$ cat config.mk
export PLATFORM = sky130hd
export DESIGN_NAME = pixel_fifo_buf_flat
export DESIGN_NICKNAME = d
export VERILOG_FILES = /design/src/rtl/pixel_fifo_if.sv /design/src/rtl/pixel_fifo_buf.sv /design/src/flat_wrapper.sv
export SDC_FILE = /design/constraint.sdc
export NUM_CORES = 2
export LEC_CHECK = 0
export ABC_AREA = 1
export CAP_MARGIN = 25
export CORE_MARGIN = 10
export CORE_UTILIZATION = 35
export DETAILED_ROUTE_END_ITERATION = 16
export PLACE_DENSITY = 0.51
export SLEW_MARGIN = 15
export SYNTH_ARGS = -nofsm -noshare
export SYNTH_HDL_FRONTEND = slang
export SYNTH_SLANG_ARGS = --single-unit
$ cat constraint.sdc
create_clock -name clk -period 6 [get_ports clk]
set_clock_uncertainty 0.1 [all_clocks]
set_input_delay 0.6 -clock clk [delete_from_list [all_inputs] [get_ports clk]]
set_output_delay 0.6 -clock clk [all_outputs]
set_load 0.01 [all_outputs]
$ cat src/rtl/pixel_fifo_if.sv
// Pixel FIFO bus: producer/consumer controls plus FIFO data and status.
//   master : drives flush, wr_en, wr_data, rd_fifo; observes data and status
//   slave  : the FIFO; drives rd_data, fifo_empty, full, almost_full, level,
//            done, ovf_err, udf_err
interface pixel_fifo_if #(
  parameter int unsigned DATA_W = 24,
  parameter int unsigned ADDR_W = 6
);
  logic              flush;
  logic              wr_en;
  logic [DATA_W-1:0] wr_data;
  logic              rd_fifo;
  logic [DATA_W-1:0] rd_data;
  logic              fifo_empty;
  logic              full;
  logic              almost_full;
  logic [ADDR_W:0]   level;
  logic              done;
  logic              ovf_err;
  logic              udf_err;

  modport master (
    output flush, wr_en, wr_data, rd_fifo,
    input  rd_data, fifo_empty, full, almost_full, level, done, ovf_err, udf_err
  );

  modport slave (
    input  flush, wr_en, wr_data, rd_fifo,
    output rd_data, fifo_empty, full, almost_full, level, done, ovf_err, udf_err
  );
endinterface

$ cat src/rtl/pixel_fifo_buf.sv
// Single-clock pixel FIFO feeding the VGA timing generator.
//   clk  : pixel clock, all logic on posedge
//   rst  : synchronous active-low reset
//   bus  : pixel_fifo_if.slave
//     flush       sync clear of contents, level, done, rd_data (error flags kept)
//     wr_en/data  push from pixel source
//     rd_fifo     pop from timing generator; rd_data valid the cycle after
//     fifo_empty/full/almost_full/level : combinational from registered level
//     done        sticky once level reaches PREFILL
//     ovf_err     sticky: push while full without a pop
//     udf_err     sticky: pop while empty
module pixel_fifo_buf #(
  parameter int unsigned DATA_W    = 24,
  parameter int unsigned ADDR_W    = 6,
  parameter int unsigned PREFILL   = 32,
  parameter int unsigned AFULL_LVL = 60
) (
  input  logic          clk,
  input  logic          rst,
  pixel_fifo_if.slave   bus
);

  localparam int unsigned DEPTH = 1 << ADDR_W;
  localparam int unsigned LVL_W = ADDR_W + 1;

  logic [DATA_W-1:0] mem [DEPTH];
  logic [ADDR_W-1:0] wr_ptr;
  logic [ADDR_W-1:0] rd_ptr;
  logic [LVL_W-1:0]  level_q;
  logic [LVL_W-1:0]  level_nxt;
  logic [DATA_W-1:0] rd_data_q;
  logic              done_q;
  logic              ovf_q;
  logic              udf_q;

  logic empty_c;
  logic full_c;
  logic rd_acc;
  logic wr_acc;
  logic ovf_set;
  logic udf_set;

  // Status flags decoded from the registered level.
  assign empty_c = (level_q == '0);
  assign full_c  = (level_q == LVL_W'(DEPTH));

  // Accept rules use start-of-cycle state; a push into a full FIFO
  // rides on a same-cycle pop. No bypass when empty.
  assign rd_acc  = bus.rd_fifo & ~empty_c;
  assign wr_acc  = bus.wr_en & (~full_c | rd_acc);
  assign ovf_set = bus.wr_en & full_c & ~rd_acc;
  assign udf_set = bus.rd_fifo & empty_c;

  // Occupancy after this cycle's accepted operations.
  always_comb begin
    level_nxt = level_q;
    unique case ({wr_acc, rd_acc})
      2'b10:   level_nxt = level_q + LVL_W'(1);
      2'b01:   level_nxt = level_q - LVL_W'(1);
      default: level_nxt = level_q;
    endcase
  end

  // Storage write port; contents are not cleared, pointers define validity.
  always_ff @(posedge clk) begin
    if (rst && !bus.flush && wr_acc) begin
      mem[wr_ptr] <= bus.wr_data;
    end
  end

  // Pointers, level, read register and sticky flags.
  always_ff @(posedge clk) begin
    if (!rst) begin
      wr_ptr    <= '0;
      rd_ptr    <= '0;
      level_q   <= '0;
      rd_data_q <= '0;
      done_q    <= 1'b0;
      ovf_q     <= 1'b0;
      udf_q     <= 1'b0;
    end else if (bus.flush) begin
      wr_ptr    <= '0;
      rd_ptr    <= '0;
      level_q   <= '0;
      rd_data_q <= '0;
      done_q    <= 1'b0;
    end else begin
      if (wr_acc) begin
        wr_ptr <= wr_ptr + ADDR_W'(1);
      end
      if (rd_acc) begin
        rd_data_q <= mem[rd_ptr];
        rd_ptr    <= rd_ptr + ADDR_W'(1);
      end
      level_q <= level_nxt;
      // done stays set through draining so the raster keeps running.
      if (level_nxt >= LVL_W'(PREFILL)) begin
        done_q <= 1'b1;
      end
      if (ovf_set) begin
        ovf_q <= 1'b1;
      end
      if (udf_set) begin
        udf_q <= 1'b1;
      end
    end
  end

  assign bus.rd_data     = rd_data_q;
  assign bus.fifo_empty  = empty_c;
  assign bus.full        = full_c;
  assign bus.almost_full = (level_q >= LVL_W'(AFULL_LVL));
  assign bus.level       = level_q;
  assign bus.done        = done_q;
  assign bus.ovf_err     = ovf_q;
  assign bus.udf_err     = udf_q;

endmodule
$ cat src/flat_wrapper.sv
// flat-port wrapper written by rule: the top's interface ports become plain ports
module pixel_fifo_buf_flat 
#(
  parameter int unsigned DATA_W    = 24,
  parameter int unsigned ADDR_W    = 6,
  parameter int unsigned PREFILL   = 32,
  parameter int unsigned AFULL_LVL = 60
)
  (clk, rst, bus_flush, bus_wr_en, bus_wr_data, bus_rd_fifo, bus_rd_data, bus_fifo_empty, bus_full, bus_almost_full, bus_level, bus_done, bus_ovf_err, bus_udf_err);
  pixel_fifo_if #(.DATA_W(DATA_W), .ADDR_W(ADDR_W)) bus_i ();
  input  logic clk;
  input  logic rst;
  input wire logic [$bits(bus_i.flush)-1:0] bus_flush;
  input wire logic [$bits(bus_i.wr_en)-1:0] bus_wr_en;
  input wire logic [$bits(bus_i.wr_data)-1:0] bus_wr_data;
  input wire logic [$bits(bus_i.rd_fifo)-1:0] bus_rd_fifo;
  output wire logic [$bits(bus_i.rd_data)-1:0] bus_rd_data;
  output wire logic [$bits(bus_i.fifo_empty)-1:0] bus_fifo_empty;
  output wire logic [$bits(bus_i.full)-1:0] bus_full;
  output wire logic [$bits(bus_i.almost_full)-1:0] bus_almost_full;
  output wire logic [$bits(bus_i.level)-1:0] bus_level;
  output wire logic [$bits(bus_i.done)-1:0] bus_done;
  output wire logic [$bits(bus_i.ovf_err)-1:0] bus_ovf_err;
  output wire logic [$bits(bus_i.udf_err)-1:0] bus_udf_err;
  assign bus_i.flush = bus_flush;
  assign bus_i.wr_en = bus_wr_en;
  assign bus_i.wr_data = bus_wr_data;
  assign bus_i.rd_fifo = bus_rd_fifo;
  assign bus_rd_data = bus_i.rd_data;
  assign bus_fifo_empty = bus_i.fifo_empty;
  assign bus_full = bus_i.full;
  assign bus_almost_full = bus_i.almost_full;
  assign bus_level = bus_i.level;
  assign bus_done = bus_i.done;
  assign bus_ovf_err = bus_i.ovf_err;
  assign bus_udf_err = bus_i.udf_err;
  pixel_fifo_buf #(.DATA_W(DATA_W), .ADDR_W(ADDR_W), .PREFILL(PREFILL), .AFULL_LVL(AFULL_LVL)) u_core (.clk(clk), .rst(rst), .bus(bus_i));
endmodule
==> summary.log <==
qor: place.dpl.hpwl 105000 microns
qor: critical_path.r2r_end u_core.mem[32][1]$_DFFE_PP_
qor: timing.setup_viol 0
qor: worst_hold_path.hold_class in2reg
qor: route.avgViaCountPerCell 4.91
qor: layout.area_growth_syn_to_layout 13.1%
qor: job.max_cap_viol_count 0
qor: route.drc 0
qor: layout.layout.nets 6185
qor: critical_path.critical_path_cell_by_cell inv_1 > nand4_1 > nor2_1 > nand2_2 > nand2_2 > inv_1 > nand3_1 > nor2_2 > buf_4
qor: critical_path.worst_setup_path_start_kind flop
qor: clock_network.max-clock-path-buffers 3
qor: route.routed_wl 196000 microns
qor: place.placed_area 69500 sq um
qor: synth.yosysSeqAreaShare 71.1%
qor: critical_path.worst-endpoint-required 6.39 ns
qor: synth.post-synth-top-area-cell edfxtp_1
qor: timing.timing.final.crit_period 3.63 ns
qor: global_routing.number_of_global_route_vias_before_repair 40400
qor: critical_path.ff2ff_setup_slack 2.37 ns
qor: timing.timing.setup.tns 0 ns
qor: route.first_iter_violations 4252
qor: timing.grt_setup_unrepaired no
qor: floorplanning.die_outline_area 207000 sq um
qor: timing.finalMaxSlewViolations 0
qor: critical_path.worstSetupStartpoint u_core.bus.level[0]$_SDFF_PP0_
qor: synth.synth_top_cells_by_area edfxtp_1, nand2_1, nand3_1
qor: clock_network.clk_root_buffer_cell clkbuf_16
qor: layout.sequential_cell_area 47100 sq um
qor: floorplanning.die_h 455 microns
qor: clock_network.worst_setup_hold_path_clk_slew 0.06 ns
qor: critical_path.number_of_cells_on_the_worst_reg_to_reg_path 9
qor: timing.max_clock_freq 275 MHz
qor: status.status finished, final reports clean
qor: critical_path.setup.worst_path.end u_core.mem[32][1]$_DFFE_PP_
qor: clock_network.clock_insertion_delay_at_the_later_pin_of_the_skew_report 0.81 ns
qor: clock_network.cts_inserted_buffers 170
qor: route.ant_nets 0
qor: global_routing.gr-total-overflow 0
qor: clock_network.htreeDepth 4
qor: synth.post_synth_instance_area 66200 sq um
qor: critical_path.critPathArrivalTime 4.02 ns
qor: timing.part_of_the_cycle_the_worst_path_needs 60.5%
qor: critical_path.critical_path.reg2reg.startpoint u_core.bus.level[0]$_SDFF_PP0_
qor: synth.synthesis.nets 6154
qor: clock_network.post_cts_hold_buffer_count 1
qor: critical_path.critical_path.slowest_cell nor2_2
qor: floorplanning.die_x 455 microns
qor: route.via_count 43200
qor: global_routing.grt_pass1_wl 284000 microns
qor: critical_path.worst-setup-path-type reg2reg
qor: synth.synth_largest_type_area_fraction 69.7%
qor: power_and_ir_drop.vdd_drop_max 256 uV
qor: critical_path.endpoint_kind flop
qor: synth.synthCells 6117
qor: route.drt_first_pass_iters 5
qor: synth.ys_ff_latch 1582
qor: route.post_drt_wl_per_cell 22.3 microns
qor: layout.finalNonFillerCells 8792
qor: power_and_ir_drop.power 23900 uW
qor: place.place.port_buffers 65
qor: floorplanning.io_pins 66
qor: place.dp_cells 8470
qor: timing.timing_worst_slew_pin_value 1.10 ns
qor: layout.final_design_area_no_fill 74900 sq um
qor: synth.ys_types 34
qor: floorplanning.floorplan.core_area 188000 sq um
qor: timing.worst_slew_margin_rel 26.8%
qor: global_routing.pin_count_of_the_biggest_net_entering_global_routing 174
qor: synth.warnings_synthesis 0
qor: layout.layout_cells_sized_above_1 7.49%
qor: global_routing.antenna_found_initial 6
qor: synth.syn-mean-instance-area 10.8 sq um
qor: place.gp_congestion 0.877
qor: clock_network.cts.sinks 1582
qor: global_routing.groute.usage.overall 18.5%
qor: layout.num-fill-cells 18000
qor: power_and_ir_drop.static-leakage-power 0.0284 uW
qor: floorplanning.rows 159
qor: critical_path.slowest_delay 1.01 ns
qor: power_and_ir_drop.power.density_cell_area 320 nW/um^2
qor: floorplanning.start_util 35.2%
qor: clock_network.cts_resized 0
qor: clock_network.post_cts_buffers 0
qor: clock_network.tritoncts yes
qor: timing.final-hold-violation-count 0
qor: critical_path.critical_path.max_fanout 14
qor: layout.multi_input_comb_area 15600 sq um
## cells in the final DEF, fill, tap and decap left out, types with 34 or more instances in the layout
cell | netlist | layout
edfxtp_1 | 1536 | 1536
buf_4 | 34 | 108
nand2_1 | 1952 | 1951
nand3_1 | 845 | 845
o21ai_0 | 151 | 151
a21oi_1 | 101 | 101
clkdlybuf4s50_1 | 0 | 41
nor2_1 | 557 | 493
clkbuf_16 | 0 | 170
dfxtp_1 | 46 | 42
clkinv_2 | 1 | 34
inv_1 | 532 | 531
clkinv_1 | 1 | 41
clkbuf_1 | 116 | 39
nor2_2 | 1 | 55
## worst min path at each step
stage                                    startpoint  slack (ns)                         endpoint  cells past startpoint
finish                                          rst        0.34  u_core.bus.ovf_err$_SDFFE_PN0P_                      3
global route                                    rst        0.32  u_core.bus.udf_err$_SDFFE_PN0P_                      2
CTS                                             rst        0.28  u_core.bus.udf_err$_SDFFE_PN0P_                      2
detailed placement  u_core.bus.udf_err$_SDFFE_PN0P_        0.36  u_core.bus.udf_err$_SDFFE_PN0P_                      1
global placement    u_core.bus.udf_err$_SDFFE_PN0P_        0.35  u_core.bus.udf_err$_SDFFE_PN0P_                      1
floorplan           u_core.bus.ovf_err$_SDFFE_PN0P_        0.38  u_core.bus.ovf_err$_SDFFE_PN0P_                      2
## worst max-delay path: cells and delay by family, from the launching register on
family | cells | cell delay [ns]
and+or+nand+nor | 6 | 2.16
buffers and inverters | 3 | 0.56
DFF | 1 | 0.48
## routing by layer
layer / up-vias / wire length (microns) / global-route usage (%) / part of all wire (%)
li1: 20500 / - / - / -
met1: 21100 / 88600 / 26.7 / 45
met2: 1390 / 89000 / 28.7 / 45
met3: 248 / 12500 / 2.75 / 6.4
met4: 2 / 6190 / 6.00 / 3.2
met5: - / 20 / 0 / 0.010
## metrics by stage
| step | hold WS [ns] | worst slack [ns] | utilization (%) |
|---|---|---|---|
| after global routing | 0.317 | 2.25 | 39.8 |
| after global placement | 0.354 | 1.67 | 36.9 |
| final | 0.339 | 2.37 | 39.8 |
| after CTS | 0.282 | 2.38 | 39.8 |
| after floorplan | 0.379 | 3.05 | - |
| after detailed placement | 0.360 | 1.82 | 36.9 |
## registers in the layout (all words and copies together) (netlist names)
signal and count:
u_core.mem 1536, u_core.bus.rd_data 24, u_core.bus.level 7, u_core.rd_ptr 6, u_core.wr_ptr 6, u_core.bus.done 1
u_core.bus.ovf_err 1, u_core.bus.udf_err 1
## cell usage after synthesis, drive strengths merged
master and instances:
nor3 4, and3 11, a21oi 101, o211ai 1, a31oi 1, o21ai 163
buf 215, or2 1, a32o 1, ha 7, edfxtp 1536, clkinv 2
xor2 3, nand3 848, nand4 6, xnor2 1, o31ai 1, clkbuf 116
dfxtp 46, inv 538, fa 1, nor2 559, nand2 1955
## cells by family (layout without fill, tap and decap cells)
kind of cell             Yosys count  count (layout)  synth area share (%)
adder cells (fa/ha/maj)            8               8                 0.163
XOR/XNOR                           4               4                0.0529
other                              0               5                     0
AO/OA/AOI/OAI                    268             268                  2.04
AND/OR/NAND/NOR                 3384            3384                  20.9
buffers and inverters            871            1046                  5.75
flip-flops                      1582            1582                  71.1
## final cells by class
class | instances | area share [%]
timing repair buffer | 190 | 2.23
antenna | 5 | 0.0167
clock buffer | 212 | 5.93
clock inverter | 104 | 1.28
tap | 2495 | 4.17
sequential | 1582 | 62.8
multi-input combinational | 3664 | 20.8
inverter | 540 | 2.74
## where the power goes
group	total (uW)	leakage, uW	switching [uW]	internal, uW
logic	1540	0.0116	1170	371
registers	12200	0.0142	45.4	12100
clock network	10200	0.00264	4470	5740
(Power assumes the default switching activity.)
